===== src/rtl/fp16_pkg.sv =====
// Shared binary16 constants and the S1->S2 bundle for the FP16
// multiply pack stage.
package fp16_pkg;

    localparam int FP16_W   = 16;
    localparam int EXP_W    = 5;
    localparam int FRAC_W   = 10;
    localparam int SIG_W    = 14;
    localparam int EXP_BIAS = 15;

    localparam logic [FP16_W-1:0] FP16_QNAN = 16'h7E00;
    localparam logic [FP16_W-1:0] FP16_INF  = 16'h7C00;

    // S1 -> S2 bundle.
    // exp is the biased exponent; 0 marks a denormalized significand.
    // sig is P[12:1] after normalization: hidden, 10 frac bits, guard.
    // sticky already folds in P[0] and the upstream round_loss.
    typedef struct packed {
        logic                valid;
        logic                sign;
        logic signed [7:0]   exp;
        logic [11:0]         sig;
        logic                sticky;
        logic                special;
        logic [FP16_W-1:0]   special_val;
    } s1_s2_t;

endpackage


===== src/rtl/lzc_14b.sv =====
// Leading-zero counter over 14 bits.
// Ports: din (14b) in, count (4b) out; count = 14 when din == 0.
module lzc_14b (
    input  logic [13:0] din,
    output logic [3:0]  count
);

    logic found;

    always_comb begin
        count = 4'd0;
        found = 1'b0;
        for (int i = 13; i >= 0; i--) begin
            if (!found) begin
                if (din[i]) begin
                    found = 1'b1;
                end else begin
                    count = count + 4'd1;
                end
            end
        end
    end

endmodule


===== src/rtl/mul_fp16_pack.sv =====
// FP16 multiply pack: exponent, normalize, RNE round, specials, pack.
// Ports: clk, rst (sync, active high); in_valid/in_ready handshake with
// sign1/2, exp1/2, product, carry_out, round_loss, in_nan operand data;
// out_valid/out_ready handshake with the packed binary16 result.
module mul_fp16_pack
    import fp16_pkg::*;
#(
    parameter int EXP_BIAS      = fp16_pkg::EXP_BIAS,
    parameter bit FLUSH_SUBNORM = 1'b0
) (
    input  logic              clk,
    input  logic              rst,
    input  logic              in_valid,
    output logic              in_ready,
    input  logic              sign1,
    input  logic              sign2,
    input  logic [EXP_W-1:0]  exp1,
    input  logic [EXP_W-1:0]  exp2,
    input  logic [SIG_W-2:0]  product,
    input  logic              carry_out,
    input  logic              round_loss,
    input  logic              in_nan,
    output logic              out_valid,
    input  logic              out_ready,
    output logic [FP16_W-1:0] result
);

    s1_s2_t            s1_q, s1_d, s1_new;
    logic              out_valid_q, out_valid_d;
    logic [FP16_W-1:0] result_q, result_d;

    logic              s2_adv;

    logic [SIG_W-1:0]  p_raw, p_n;
    logic signed [7:0] e_n, rsh_w;
    logic [3:0]        lz, lsh, rsh;
    logic              st_n, was_sub, flush;
    logic              p_zero, inf_zero, any_inf, sgn;

    logic [7:0]        ez;
    logic [11:0]       m_n, m_r;
    logic              inc;
    logic [16:0]       mag;
    logic [FP16_W-1:0] packed_res;

    lzc_14b u_lzc (
        .din   (p_raw),
        .count (lz)
    );

    assign s2_adv    = !out_valid_q || out_ready;
    assign in_ready  = !s1_q.valid || s2_adv;
    assign out_valid = out_valid_q;
    assign result    = result_q;

    // S1: exponent and normalization.
    always_comb begin
        p_raw   = {carry_out, product};
        p_n     = p_raw;
        e_n     = 8'({3'b000, exp1} + {3'b000, exp2}) - 8'(EXP_BIAS);
        st_n    = round_loss;
        lsh     = 4'd0;
        rsh     = 4'd0;
        rsh_w   = 8'sd0;
        was_sub = 1'b0;
        sgn     = sign1 ^ sign2;

        if (p_raw[13]) begin
            st_n = st_n | p_raw[0];
            p_n  = p_raw >> 1;
            e_n  = e_n + 8'sd1;
        end else if (!p_raw[12] && p_raw != '0) begin
            // Normalize up, but never below the minimum normal exponent.
            lsh = lz - 4'd1;
            if (e_n <= 8'sd1) begin
                lsh = 4'd0;
            end else if (e_n - 8'sd1 < $signed({4'b0000, lsh})) begin
                lsh = 4'(e_n - 8'sd1);
            end
            p_n = p_raw << lsh;
            e_n = e_n - $signed({4'b0000, lsh});
        end

        // Denormalize; bits pushed out feed the sticky.
        if (e_n <= 8'sd0) begin
            was_sub = 1'b1;
            rsh_w   = 8'sd1 - e_n;
            rsh     = (rsh_w > 8'sd14) ? 4'd14 : rsh_w[3:0];
            st_n    = st_n | (|(p_n & ~(14'h3FFF << rsh)));
            p_n     = p_n >> rsh;
            e_n     = 8'sd0;
        end

        st_n = st_n | p_n[0];

        flush    = FLUSH_SUBNORM && (was_sub || !p_n[12]);
        p_zero   = (p_raw == '0);
        inf_zero = ((exp1 == 5'd31) && (exp2 == 5'd0) && p_zero) ||
                   ((exp2 == 5'd31) && (exp1 == 5'd0) && p_zero);
        any_inf  = (exp1 == 5'd31) || (exp2 == 5'd31);

        s1_new             = '0;
        s1_new.valid       = in_valid;
        s1_new.sign        = sgn;
        s1_new.exp         = e_n;
        s1_new.sig         = p_n[12:1];
        s1_new.sticky      = st_n;
        s1_new.special     = 1'b1;
        if (in_nan || inf_zero) begin
            s1_new.special_val = FP16_QNAN;
        end else if (any_inf) begin
            s1_new.special_val = {sgn, FP16_INF[14:0]};
        end else if (p_zero || flush) begin
            s1_new.special_val = {sgn, 15'h0000};
        end else begin
            s1_new.special = 1'b0;
        end

        s1_d = s1_q;
        if (in_ready) begin
            s1_d = s1_new;
        end
    end

    // S2: round to nearest even and pack.
    always_comb begin
        // A zero exponent still scales like the minimum normal.
        ez  = (s1_q.exp < 8'sd1) ? 8'd1 : 8'(s1_q.exp);
        m_n = {1'b0, s1_q.sig[11:1]};
        inc = s1_q.sig[0] && (s1_q.sticky || s1_q.sig[1]);
        m_r = m_n + {11'd0, inc};
        // Adding the hidden bit on top of (ez-1) lets a mantissa carry
        // or a denormal rounding up ripple into the exponent field.
        mag = (({9'd0, ez} - 17'd1) << FRAC_W) + {5'd0, m_r};

        if (s1_q.special) begin
            packed_res = s1_q.special_val;
        end else if (mag >= 17'h07C00) begin
            packed_res = {s1_q.sign, FP16_INF[14:0]};
        end else begin
            packed_res = {s1_q.sign, mag[14:0]};
        end

        out_valid_d = out_valid_q;
        result_d    = result_q;
        if (s2_adv) begin
            out_valid_d = s1_q.valid;
            if (s1_q.valid) begin
                result_d = packed_res;
            end
        end
    end

    always_ff @(posedge clk) begin
        if (rst) begin
            s1_q        <= '0;
            out_valid_q <= 1'b0;
            result_q    <= '0;
        end else begin
            s1_q        <= s1_d;
            out_valid_q <= out_valid_d;
            result_q    <= result_d;
        end
    end

endmodule


===== config.mk =====
export PLATFORM = sky130hd
export DESIGN_NAME = mul_fp16_pack
export DESIGN_NICKNAME = d
export VERILOG_FILES = /design/src/rtl/fp16_pkg.sv /design/src/rtl/lzc_14b.sv /design/src/rtl/mul_fp16_pack.sv
export SDC_FILE = /design/constraint.sdc
export NUM_CORES = 1
export LEC_CHECK = 0
export ABC_AREA = 1
export ABC_CLOCK_PERIOD_IN_PS = 26700
export BUFFER_PORTS_ARGS = -buffer_cell sky130_fd_sc_hd__buf_2
export CORE_MARGIN = 4
export CORE_UTILIZATION = 41
export CTS_CLUSTER_SIZE = 30
export DETAILED_ROUTE_END_ITERATION = 12
export GPL_ROUTABILITY_DRIVEN = 0
export PLACE_DENSITY_LB_ADDON = 0.25
export REMOVE_ABC_BUFFERS = 1
export SLEW_MARGIN = 5
export SYNTH_ARGS = -nofsm -noshare
export SYNTH_HDL_FRONTEND = slang
export SYNTH_SLANG_ARGS = --single-unit

===== constraint.sdc =====
create_clock -name clk -period 26.7 [get_ports clk]
set_clock_uncertainty 0.15 [all_clocks]
set_input_delay 5.34 -clock clk [delete_from_list [all_inputs] [get_ports clk]]
set_output_delay 5.34 -clock clk [all_outputs]
set_load 0.01 [all_outputs]

==> impl_summary.md <==
Synthesis
After synthesis the cells add up to 6180 sq um. By area the synthesized netlist is led by nand2_1 (20%), dfxtp_1 (14%), nand3_1 (11%). Counting distinct cell types in the post-synthesis netlist gives 48. Of the total synthesized cell area, the portion taken by AND, OR, NAND and NOR gates is 0.485. Of the total synthesized cell area, the portion taken by XOR and XNOR cells is 0.0239. The synthesized-area fraction occupied by ao, oa, aoi and oai cells was 0.144.

Of the total synthesized cell area, the portion taken by full adders, half adders and majority gates is 0.0814. The mux contribution to synthesized area is 0. The fraction of synthesized cell area taken by the top area cell type is 0.199. The synthesized design contains 44 register bits. The Yosys step of the flow raised 0 warnings.

The library cell occupying the most area in the post-synthesis netlist is nand2_1. The part of the Yosys area used for sequential elements is 0.143. Synthesis produced a netlist whose cell count is 1089. The average instance in the mapped netlist occupies 5.67 sq um. The dominant combinational cell family by area after synthesis is simple AND/OR/NAND/NOR gates.

Worst setup path
The required time reported for the critical path endpoint is 26720 ps. The number of cells on the critical path is 83. The kind of critical path is input port to flip-flop. The maximum fanout along the worst path is 34. The most numerous cell type found on the critical path is nand2_1. The number of cells on the worst reg-to-reg path is 23. The family of cells with the greatest summed delay on the critical path is adder cells. The type of origin of the critical path is an input port.

The delay of the slowest cell on the worst path is 490 ps. At the worst endpoint, the arrival time is 17110 ps. The slowest stage of the critical path is the buf_2 cell. The worst setup path is captured at a flip-flop. The number of buffers and inverters on the critical path is 15.

Timing
The final-report max-slew violation count is 0. Setup repair after global routing left no endpoint under its margin. The total negative setup slack is 0 ps.

In this run the tightest slew margin relative to its limit is 0.431. For the pin with the worst max-slew slack, the measured transition is 853 ps. The number of failing hold endpoints at the final stage came to 0. The routed design could run at a clock period as short as 17090 ps. For this run, the top clock speed supported by timing is 58.5 MHz.

The post-layout worst setup margin is 9610 ps. The number of failing setup endpoints in the final timing report is 0. The post-route clock period utilization is 0.640.

The worst hold slack is 311 ps.

Routing
The first-pass detailed-route iteration total is 5. The DRC violations left is 0. The final route contains 6953 vias. After detailed routing, the number of vias per cell comes to 5.36. The final routed wire length divided by cell count is 13.0 microns.

Summed over all layers, the routed wires come to 16800 microns. After the first detailed-routing iteration, the DRC count stood at 603. The post-detailed-route count of antenna-violating nets is 0.

CTS
The clock latency of the later-clocked register in the worst-skew pair is 280 ps. The cell sitting at the root of the clock tree is a clkbuf_16. In this run the deepest clock path goes through 2 buffers.

After clock tree synthesis, the setup repair step added 0 buffers. The clock-pin slew on the worst setup and hold paths is 60 ps. The hold-fix buffer count after cts is 0. The CTS tree is built. The sink count of the clock tree is 44. The number of buffers created by CTS is 5. The post-cts sizing count is 0. The depth of the CTS H-tree is 2.

Layout
The fraction of layout instances using a drive strength above 1 is 0.118. The number of antenna cells inserted is 0. Across the whole layout, storage elements account for 881 sq um.

The most common library cell in the layout ignoring fill and taps is nand2_1. The area used by multi-input combinational logic is 4530 sq um. Leaving out fill and tap cells, the most frequent cells in the layout are nand2_1 (328), inv_1 (138), nand3_1 (138). The filler cells instantiated in the layout total 1610. Excluding fillers, the count of instances in the completed layout stands at 1298. The layout overhead on the synthesized area is 7.31%. At the end of the flow, the number of nets in the layout was 1186.

Floorplanning
The die is 131 microns wide. The total area inside the core boundary comes to 14600 sq um. The initial utilization of the core area, before any placement, comes to 0.422. In this run the vertical extent of the chip is 131 microns. The die covers 17100 sq um. The cell row count is 44. For this design the top-level I/O count stands at 50.

Place
The quantity of I/O buffers inserted on ports is 49. The wire-length estimate of the detail-placed layout is 13600 microns. The number of placed instances, taps included is 1292.

OpenSTA, run right after detailed placement, puts the worst setup slack at 9410 ps.

Hold path
The tightest min-delay check is of the flip-flop to flip-flop type. The number of cells on the worst hold path is 2.

Pwr
The power per cell area is 65.8 nW/um^2. After layout, the design draws a total of 436 uW. The worst-case IR drop observed on VDD is 0.0286 mV. The leakage component of the power is 3.44 nW.

Job
The number of violations of the max-capacitance limit is 0.

GRT
The combined global-route utilization of all metal layers is 0.198. The via count of the first global-routing pass came to 6267. The first global-routing pass estimated 28700 microns of wire.

The number of antenna violations at the first check in global routing is 0. Entering global routing, the biggest net connects 35 pins. After global routing the overflow that remains totals 0.

Outcome
The flow ran to the end, and the final reports show no timing, DRC or antenna violations.
where the power goes:
part / switching, mW / leakage (nW) / internal [mW]
Sequential: 0.00627 / 0.362 / 0.0742
Combinational: 0.197 / 3.01 / 0.0927
Clock: 0.0231 / 0.0757 / 0.0430
Total: 0.226 / 3.44 / 0.210
through the flow:
step                instance area, sq um   util
global placement                    6480  0.442
floorplan                           5990      -
CTS                                 6630  0.453
detailed placement                  6480  0.442
finish                              6630  0.453
global route                        6630  0.453
registers in the layout, indices dropped and copies added (netlist names):
name,flops
m_n,11
out_valid,1
result,16
s1_q,16
final timing paths:
check	to	startpoint	slack [ps]
worst max register to register	result[11]	m_n[0]	22900
worst min-delay path	result[0]	result[0]	310
worst min register to register	result[0]	result[0]	310
worst max-delay path	m_n[0]	carry_out	9610
layout make-up:
class	instances	area share
clock inverters	1	0.00453
well taps	184	0.0347
inverters	154	0.0872
flip-flops and latches	44	0.133
clock buffers	5	0.0189
repair buffers	50	0.0381
multi-input cells	860	0.684
routing by layer:
| layer | up-vias | track usage | wire, microns |
|---|---|---|---|
| met2 | 180 | 0.322 | 7500 |
| met3 | 26 | 0.0207 | 827 |
| met1 | 3129 | 0.288 | 8310 |
| li1 | 3618 | - | - |
| met5 | - | 0 | 0 |
| met4 | 0 | 0.0363 | 201 |
cells by family (layout without fill, tap and decap cells):
| family | after synthesis | count (layout) |
|---|---|---|
| and+or+nand+nor | 650 | 650 |
| AOI/OAI and AO/OA | 155 | 155 |
| xor gates and xnor gates | 16 | 16 |
| adders and majority gates | 39 | 39 |
| buffers and inverters | 185 | 210 |
| DFF | 44 | 44 |
cells in the mapped netlist (all sizes together):
cell type,number
nand2,351
inv,152
nand3,149
nor2,96
a21oi,63
o21ai,49
dfxtp,44
ha,37
nand4,25
buf,16
clkbuf,15
a31oi,13
nor3,12
o211ai,12
xor2,12
o31ai,5
a21boi,4
and2,4
nand3b,4
or2,4
xnor2,4
o21a,3
a31o,2
clkinv,2
fa,2
nor4,2
o22ai,2
a21o,1
and3,1
nor4b,1
o221ai,1
or3,1
tightest hold or removal path, delay by kind of cell, from the launching register on:
family / cells / cell delay (ps)
AND/OR/NAND/NOR: 1 / 50
AO/OA/AOI/OAI: 1 / 60
flip-flops: 1 / 300
Note: power is estimated with default switching activity, not from simulation.
